$ cat config.mk
export PLATFORM = sky130hd
export DESIGN_NAME = sdram_page_arbiter
export DESIGN_NICKNAME = d
export VERILOG_FILES = /design/src/rtl/sdram_page_arbiter.sv
export SDC_FILE = /design/constraint.sdc
export NUM_CORES = 1
export LEC_CHECK = 0
export CORE_MARGIN = 8
export CORE_UTILIZATION = 34
export CTS_CLUSTER_DIAMETER = 80
export DETAILED_ROUTE_END_ITERATION = 8
export SLEW_MARGIN = 20
export SYNTH_ARGS = -nofsm -noshare
export SYNTH_HDL_FRONTEND = slang
export SYNTH_SLANG_ARGS = --single-unit
$ cat constraint.sdc
create_clock -name sdram_clk -period 6.3 [get_ports sdram_clk]
set_clock_uncertainty 0.15 [all_clocks]
set_input_delay 0.63 -clock sdram_clk [delete_from_list [all_inputs] [get_ports sdram_clk]]
set_output_delay 0.63 -clock sdram_clk [all_outputs]
set_load 0.005 [all_outputs]
$ cat src/rtl/sdram_page_arbiter.sv
// Round-robin page-transfer arbiter between per-channel FIFOs and sdramctrl.
// Each channel owns a wrapping row pointer inside its own SDRAM region.
module sdram_page_arbiter #(
  parameter int NUM_CH     = 4,
  parameter int ROW_W      = 15,
  parameter int LVL_W      = 12,
  parameter int FIFO_DEPTH = 2048,
  parameter int PAGE_WORDS = 512,
  parameter int CH_W       = (NUM_CH > 1) ? $clog2(NUM_CH) : 1
) (
  input  logic                    sdram_clk,
  input  logic                    async_rst_n,
  input  logic [NUM_CH-1:0]       ch_en,
  input  logic [NUM_CH-1:0]       ch_dir,
  input  logic [NUM_CH*LVL_W-1:0] ch_level,
  input  logic [NUM_CH*ROW_W-1:0] ch_base_row,
  input  logic [NUM_CH*ROW_W-1:0] ch_num_rows,
  input  logic [NUM_CH-1:0]       ch_restart,
  output logic                    cmd_pagewrite,
  output logic                    cmd_pageread,
  output logic [ROW_W-1:0]        rowaddr,
  input  logic                    cmd_ack,
  input  logic                    cmd_done,
  output logic [CH_W-1:0]         grant_ch,
  output logic                    grant_valid,
  output logic [NUM_CH-1:0]       ch_page_done,
  output logic [1:0]              fsm_state
);

  // Handshake: cmd_pagewrite/cmd_pageread act as valid and cmd_ack as ready;
  // the command is transferred in the cycle both are high, after which the
  // request drops and the arbiter holds the grant until cmd_done.

  localparam int PAD_CH = 1 << CH_W;
  localparam int RD_MAX = FIFO_DEPTH - PAGE_WORDS;

  typedef enum logic [1:0] {
    ST_IDLE = 2'd0,
    ST_REQ  = 2'd1,
    ST_BUSY = 2'd2
  } state_t;

  state_t            state;
  logic [CH_W-1:0]   last_grant;
  logic              init_done;
  logic [ROW_W-1:0]  ptr      [NUM_CH];
  logic [ROW_W-1:0]  ptr_next [NUM_CH];
  logic [ROW_W-1:0]  base     [NUM_CH];
  logic [ROW_W-1:0]  num_rows [NUM_CH];
  logic [ROW_W-1:0]  limit    [NUM_CH];
  logic [NUM_CH-1:0] ready;
  logic [PAD_CH-1:0] ready_pad;
  logic [PAD_CH-1:0] dir_pad;
  logic              any_ready;
  logic [CH_W-1:0]   sel;
  logic [CH_W-1:0]   cand;
  int                cand_i;

  assign fsm_state = state;

  always_comb begin
    for (int i = 0; i < NUM_CH; i++) begin
      base[i]     = ch_base_row[i*ROW_W +: ROW_W];
      num_rows[i] = ch_num_rows[i*ROW_W +: ROW_W];
      limit[i]    = base[i] + num_rows[i];
      ptr_next[i] = ptr[i] + 1'b1;
      // A zero row count means the region spans the whole row space.
      if ((num_rows[i] != '0) && (ptr_next[i] == limit[i]))
        ptr_next[i] = base[i];
    end
  end

  always_comb begin
    ready = '0;
    for (int i = 0; i < NUM_CH; i++) begin
      if (ch_dir[i])
        ready[i] = ch_en[i] && (int'(ch_level[i*LVL_W +: LVL_W]) >= PAGE_WORDS);
      else
        ready[i] = ch_en[i] && (RD_MAX >= 0) &&
                   (int'(ch_level[i*LVL_W +: LVL_W]) <= RD_MAX);
    end
  end

  always_comb begin
    ready_pad = '0;
    dir_pad   = '0;
    ready_pad[NUM_CH-1:0] = ready;
    dir_pad[NUM_CH-1:0]   = ch_dir;
  end

  // Scan from the farthest candidate down so the channel right after
  // last_grant is the one left selected.
  always_comb begin
    any_ready = 1'b0;
    sel       = '0;
    cand_i    = 0;
    cand      = '0;
    for (int k = NUM_CH; k >= 1; k--) begin
      cand_i = (int'(last_grant) + k) % NUM_CH;
      cand   = CH_W'(cand_i);
      if (ready_pad[cand]) begin
        any_ready = 1'b1;
        sel       = cand;
      end
    end
  end

  always_ff @(posedge sdram_clk or negedge async_rst_n) begin
    if (!async_rst_n) begin
      state         <= ST_IDLE;
      cmd_pagewrite <= 1'b0;
      cmd_pageread  <= 1'b0;
      grant_valid   <= 1'b0;
      ch_page_done  <= '0;
      grant_ch      <= '0;
      rowaddr       <= '0;
      last_grant    <= CH_W'(NUM_CH - 1);
      init_done     <= 1'b0;
      for (int i = 0; i < NUM_CH; i++) ptr[i] <= '0;
    end else begin
      init_done    <= 1'b1;
      ch_page_done <= '0;

      // Restart has priority over the post-ack increment.
      for (int i = 0; i < NUM_CH; i++) begin
        if (!init_done || ch_restart[i])
          ptr[i] <= base[i];
        else if ((state == ST_REQ) && cmd_ack && (grant_ch == CH_W'(i)))
          ptr[i] <= ptr_next[i];
      end

      case (state)
        ST_IDLE: begin
          if (any_ready) begin
            grant_ch      <= sel;
            grant_valid   <= 1'b1;
            cmd_pagewrite <= dir_pad[sel];
            cmd_pageread  <= ~dir_pad[sel];
            rowaddr       <= init_done ? ptr[sel] : base[sel];
            state         <= ST_REQ;
          end
        end
        ST_REQ: begin
          if (cmd_ack) begin
            cmd_pagewrite <= 1'b0;
            cmd_pageread  <= 1'b0;
            state         <= ST_BUSY;
          end
        end
        ST_BUSY: begin
          if (cmd_done) begin
            for (int i = 0; i < NUM_CH; i++)
              if (grant_ch == CH_W'(i)) ch_page_done[i] <= 1'b1;
            last_grant  <= grant_ch;
            grant_valid <= 1'b0;
            state       <= ST_IDLE;
          end
        end
        default: state <= ST_IDLE;
      endcase
    end
  end

endmodule

==> results summary <==
The number of top-level design ports is 210. The total clock buffers created by CTS came out at 9. Across the run, the number of max-cap violations was 0.

The number of rows created at floorplan came out at 66. The maximum clock frequency is between 200 and 250 MHz. The actual transition at the worst max-transition pin came out at slightly above 1000 ps. The number of gates resized after cts is 0.

The post-synthesis register bit count came out at 89. Counting cells, the worst reg-to-reg path comes to 11. The routed layout has ~11000 vias. The worst setup path is of the input port to register kind.

The worst hold path belongs to the class input port to asynchronous set/reset pin. The starting density of the core came out at 0.344. TritonCTS built the clock tree. The remaining antenna violation count is 0. For this run, the leading register cell type out of synthesis is sky130_fd_sc_hd__dfrtp_1. The internal reg-to-reg setup slack is 2350 ps.

The largest stage delay on the critical path came out at roughly 850 ps. The cell accounting for the most synthesized area is sky130_fd_sc_hd__dfrtp_1. In this run the cell area of the synthesized design comes to 11100 um^2. Buffers placed on the I/O ports in this run total approximately 210. The fraction of registers with async set/reset is 1.00.

Setup violations remaining at the end of the flow were counted as 0. The placed cell count came out at approximately 1900. The run finished with clean final reports.

The peak supply drop came out at between 0.1 and 0.15 mV. The maximum level of the CTS H-tree is 3. The power consumption is 3.14 mW.

In the final layout, the share of cells above drive strength 1 is 0.0672. The post-synthesis sequential area ratio is 0.200. The worst endpoint required time is between 6000 and 7000 ps.

For this design, the slowest cell found on the critical path is sky130_fd_sc_hd__a2111oi_4. The final weighted congestion in routability-driven placement came out at 0.905. The floorplan step defined a die boundary enclosing just under 40000 um^2. The largest net degree at the start of global routing came out at between 60 and 70. Summing all multi-input logic gate instances after layout gives ~8400 um^2.

Counting every sink on the clock net gives 89. The starting DRC count in detailed routing is just under 1000. In this run the critical register-to-register path is launched from ptr[0].

Using the TritonRoute via totals, the vias-per-cell ratio works out to between 5 and 6. The core utilization of the finished layout came out at 0.428. In this run the static leakage power is about 5.4 nW.

The total negative slack is 0 ps. The number of warnings printed during yosys synthesis came out at 0. The number of enable-type register cells in the synthesized netlist came out at 0. Setup repair after global routing left no endpoint under its margin.

In this run the critical register-to-register path is captured at ptr[8]. The initial antenna violation count came to 2. The endpoint class of the critical path is a register. The headroom to the max-slew limit came out at 0.314. The total routed wirelength came out at approximately 40 mm. Data arrives at the worst endpoint at between 4000 and 5000 ps. In this run the deepest clock path goes through 2 buffers. The via count of the first global-routing pass is ~11000. The number of hold buffers added after CTS was 0. The time the final worst path needs with I/O delays and setup came out at 4620 ps.

The number of hold violations in the final report is 0. The antenna diode instance count came out at 0. The cell sitting at the root of the clock tree is a sky130_fd_sc_hd__clkbuf_16.

Counting the fill cells in the layout gives roughly 3300. The highest fanout seen on the critical path is 14. The share of synthesized area in the top cell type comes to 0.195. The total overflow reported by the global router came out at 0. The mean cell area of the mapped netlist is 8.25 um^2. The storage element area is around 2200 um^2. The synthesized instance count came out at roughly 1400. For this run, the number of standard cells in the final layout without fillers is 1945. The final-report max-slew violation count is 0. The startpoint kind of the worst setup timing path is an input port.

The clock-pin slew of the registers on the worst-case setup and hold paths came out at roughly 80 ps. The number of setup buffers added after CTS is 0. The signal on the critical path passes through clkdlybuf4s50_1, ha_1, inv_1, fa_1, nor2b_1, o31ai_1, a22oi_1, xnor2_1, or4_4, a2111oi_4, nand3_2, and2_4, o21a_1.

Ranked by total cell area, the synthesized netlist is headed by sky130_fd_sc_hd__dfrtp_1 (20%), sky130_fd_sc_hd__xnor2_1 (10%), sky130_fd_sc_hd__ha_1 (6.7%). The post-layout net count came out at around 1700. Across every metal layer, demand over resource in global routing totals 0.203. In the post-synthesis netlist, the cell with the most instances is sky130_fd_sc_hd__xnor2_1. Detailed placement ended at an HPWL of 32.9 mm. The first detailed-routing pass ran for 6 iterations.

The wire length of the first global-routing pass came out at around 63 mm. The height of the chip came out at around 200 um. The area of the placeable core is approximately 32000 um^2. The area overhead of the layout relative to synthesis came out at 24.3%. In the routed design, unresolved DRC markers number 0.

The clock reaches the later pin of the worst-skew pair after approximately 360 ps. The die width came out at 197 um. The power per cell area came out at 227 nW/um^2. The per-cell routed wire length is ~21 um. In the synthesized netlist, the cells that appear most often are sky130_fd_sc_hd__xnor2_1 (128), sky130_fd_sc_hd__nand2_1 (116), sky130_fd_sc_hd__dfrtp_1 (87), sky130_fd_sc_hd__o21ai_0 (81), sky130_fd_sc_hd__mux2i_1 (63). The final critical-path share of the clock period is 0.734. The unique cell type count in the Yosys netlist is 96.

Synthesis produced a netlist with a net count of approximately 1600.
registers in the layout, summed over array words and instances (netlist names):
register,flops
ptr,60
rowaddr,15
ch_page_done,4
fsm_state,2
grant_ch,2
last_grant,2
cmd_pageread,1
cmd_pagewrite,1
grant_valid,1
init_done,1
critical path: cells and delay by family:
kind,cells,cell delay [ps]
adder cells (fa/ha/maj),2,520
buffers and inverters,2,640
XOR/XNOR,1,170
AO/OA/AOI/OAI,4,1730
AND/OR/NAND/NOR,4,1030
through the flow:
stage / hold slack [ps] / setup slack, ps / area, um^2
2_1_floorplan: 184 / 2710 / 11100
3_3_place_gp: 319 / 1380 / 13500
3_5_place_dp: 325 / 1370 / 13500
4_1_cts: 52.0 / 1760 / 13800
5_1_grt: 73.4 / 1470 / 13800
6_report: 46.3 / 1680 / 13800
routing by layer:
metal,part of all wire,global-route usage
met1,0.45,0.271
met2,0.46,0.331
met3,0.060,0.0363
met4,0.025,0.0568
met5,0.00056,0
final cells by class:
class | count | area share
multi-input combinational | 1137 | 0.608
sequential | 89 | 0.161
timing repair buffer | 219 | 0.157
tap | 442 | 0.0400
clock buffer | 10 | 0.0173
inverter | 42 | 0.0114
clock inverter | 6 | 0.00515
worst max-delay path by stage:
stage                          from  endpoint  slack [ps]
floorplan           ch_base_row[30]   ptr[21]        2710
CTS                 ch_base_row[30]   ptr[20]        1760
global placement     ch_base_row[0]   ptr[45]        1380
global route        ch_base_row[45]    ptr[7]        1470
finish              ch_base_row[30]   ptr[20]        1680
detailed placement  ch_base_row[30]   ptr[20]        1370
kinds of logic (layout without fill, tap and decap cells):
| kind of cell | after synthesis | count (layout) | share of synthesized area |
|---|---|---|---|
| compound gates | 361 | 361 | 0.224 |
| xor+xnor | 158 | 158 | 0.127 |
| fa+ha+maj | 64 | 64 | 0.0746 |
| buf+inv | 125 | 277 | 0.0464 |
| flops | 89 | 89 | 0.200 |
| mux | 92 | 92 | 0.101 |
| other cells | 1 | 1 | 0.000337 |
| simple gates | 461 | 461 | 0.226 |
power by group:
group / total (mW) / internal [mW] / switching (mW)
sequential: 0.898 / 0.694 / 0.205
combinational: 1.66 / 0.819 / 0.844
clock: 0.578 / 0.323 / 0.255
total: 3.14 / 1.84 / 1.30
layout by cell type, fill, tap and decap left out, drive strengths merged, types with 22 or more instances in the layout:
cell / synthesis / final
inv: 42 / 45
nor4: 29 / 29
a21o: 27 / 27
and3: 24 / 24
xnor2: 129 / 129
nor3: 33 / 33
ha: 60 / 60
nor2: 57 / 57
clkdlybuf4s50: 0 / 208
nand3: 60 / 60
dfrtp: 87 / 87
nand4: 28 / 28
xor2: 27 / 27
o21ai: 91 / 91
mux2i: 63 / 63
or4: 22 / 22
nand2: 117 / 117
a21oi: 60 / 60
Power figures use the tool's default switching activity.
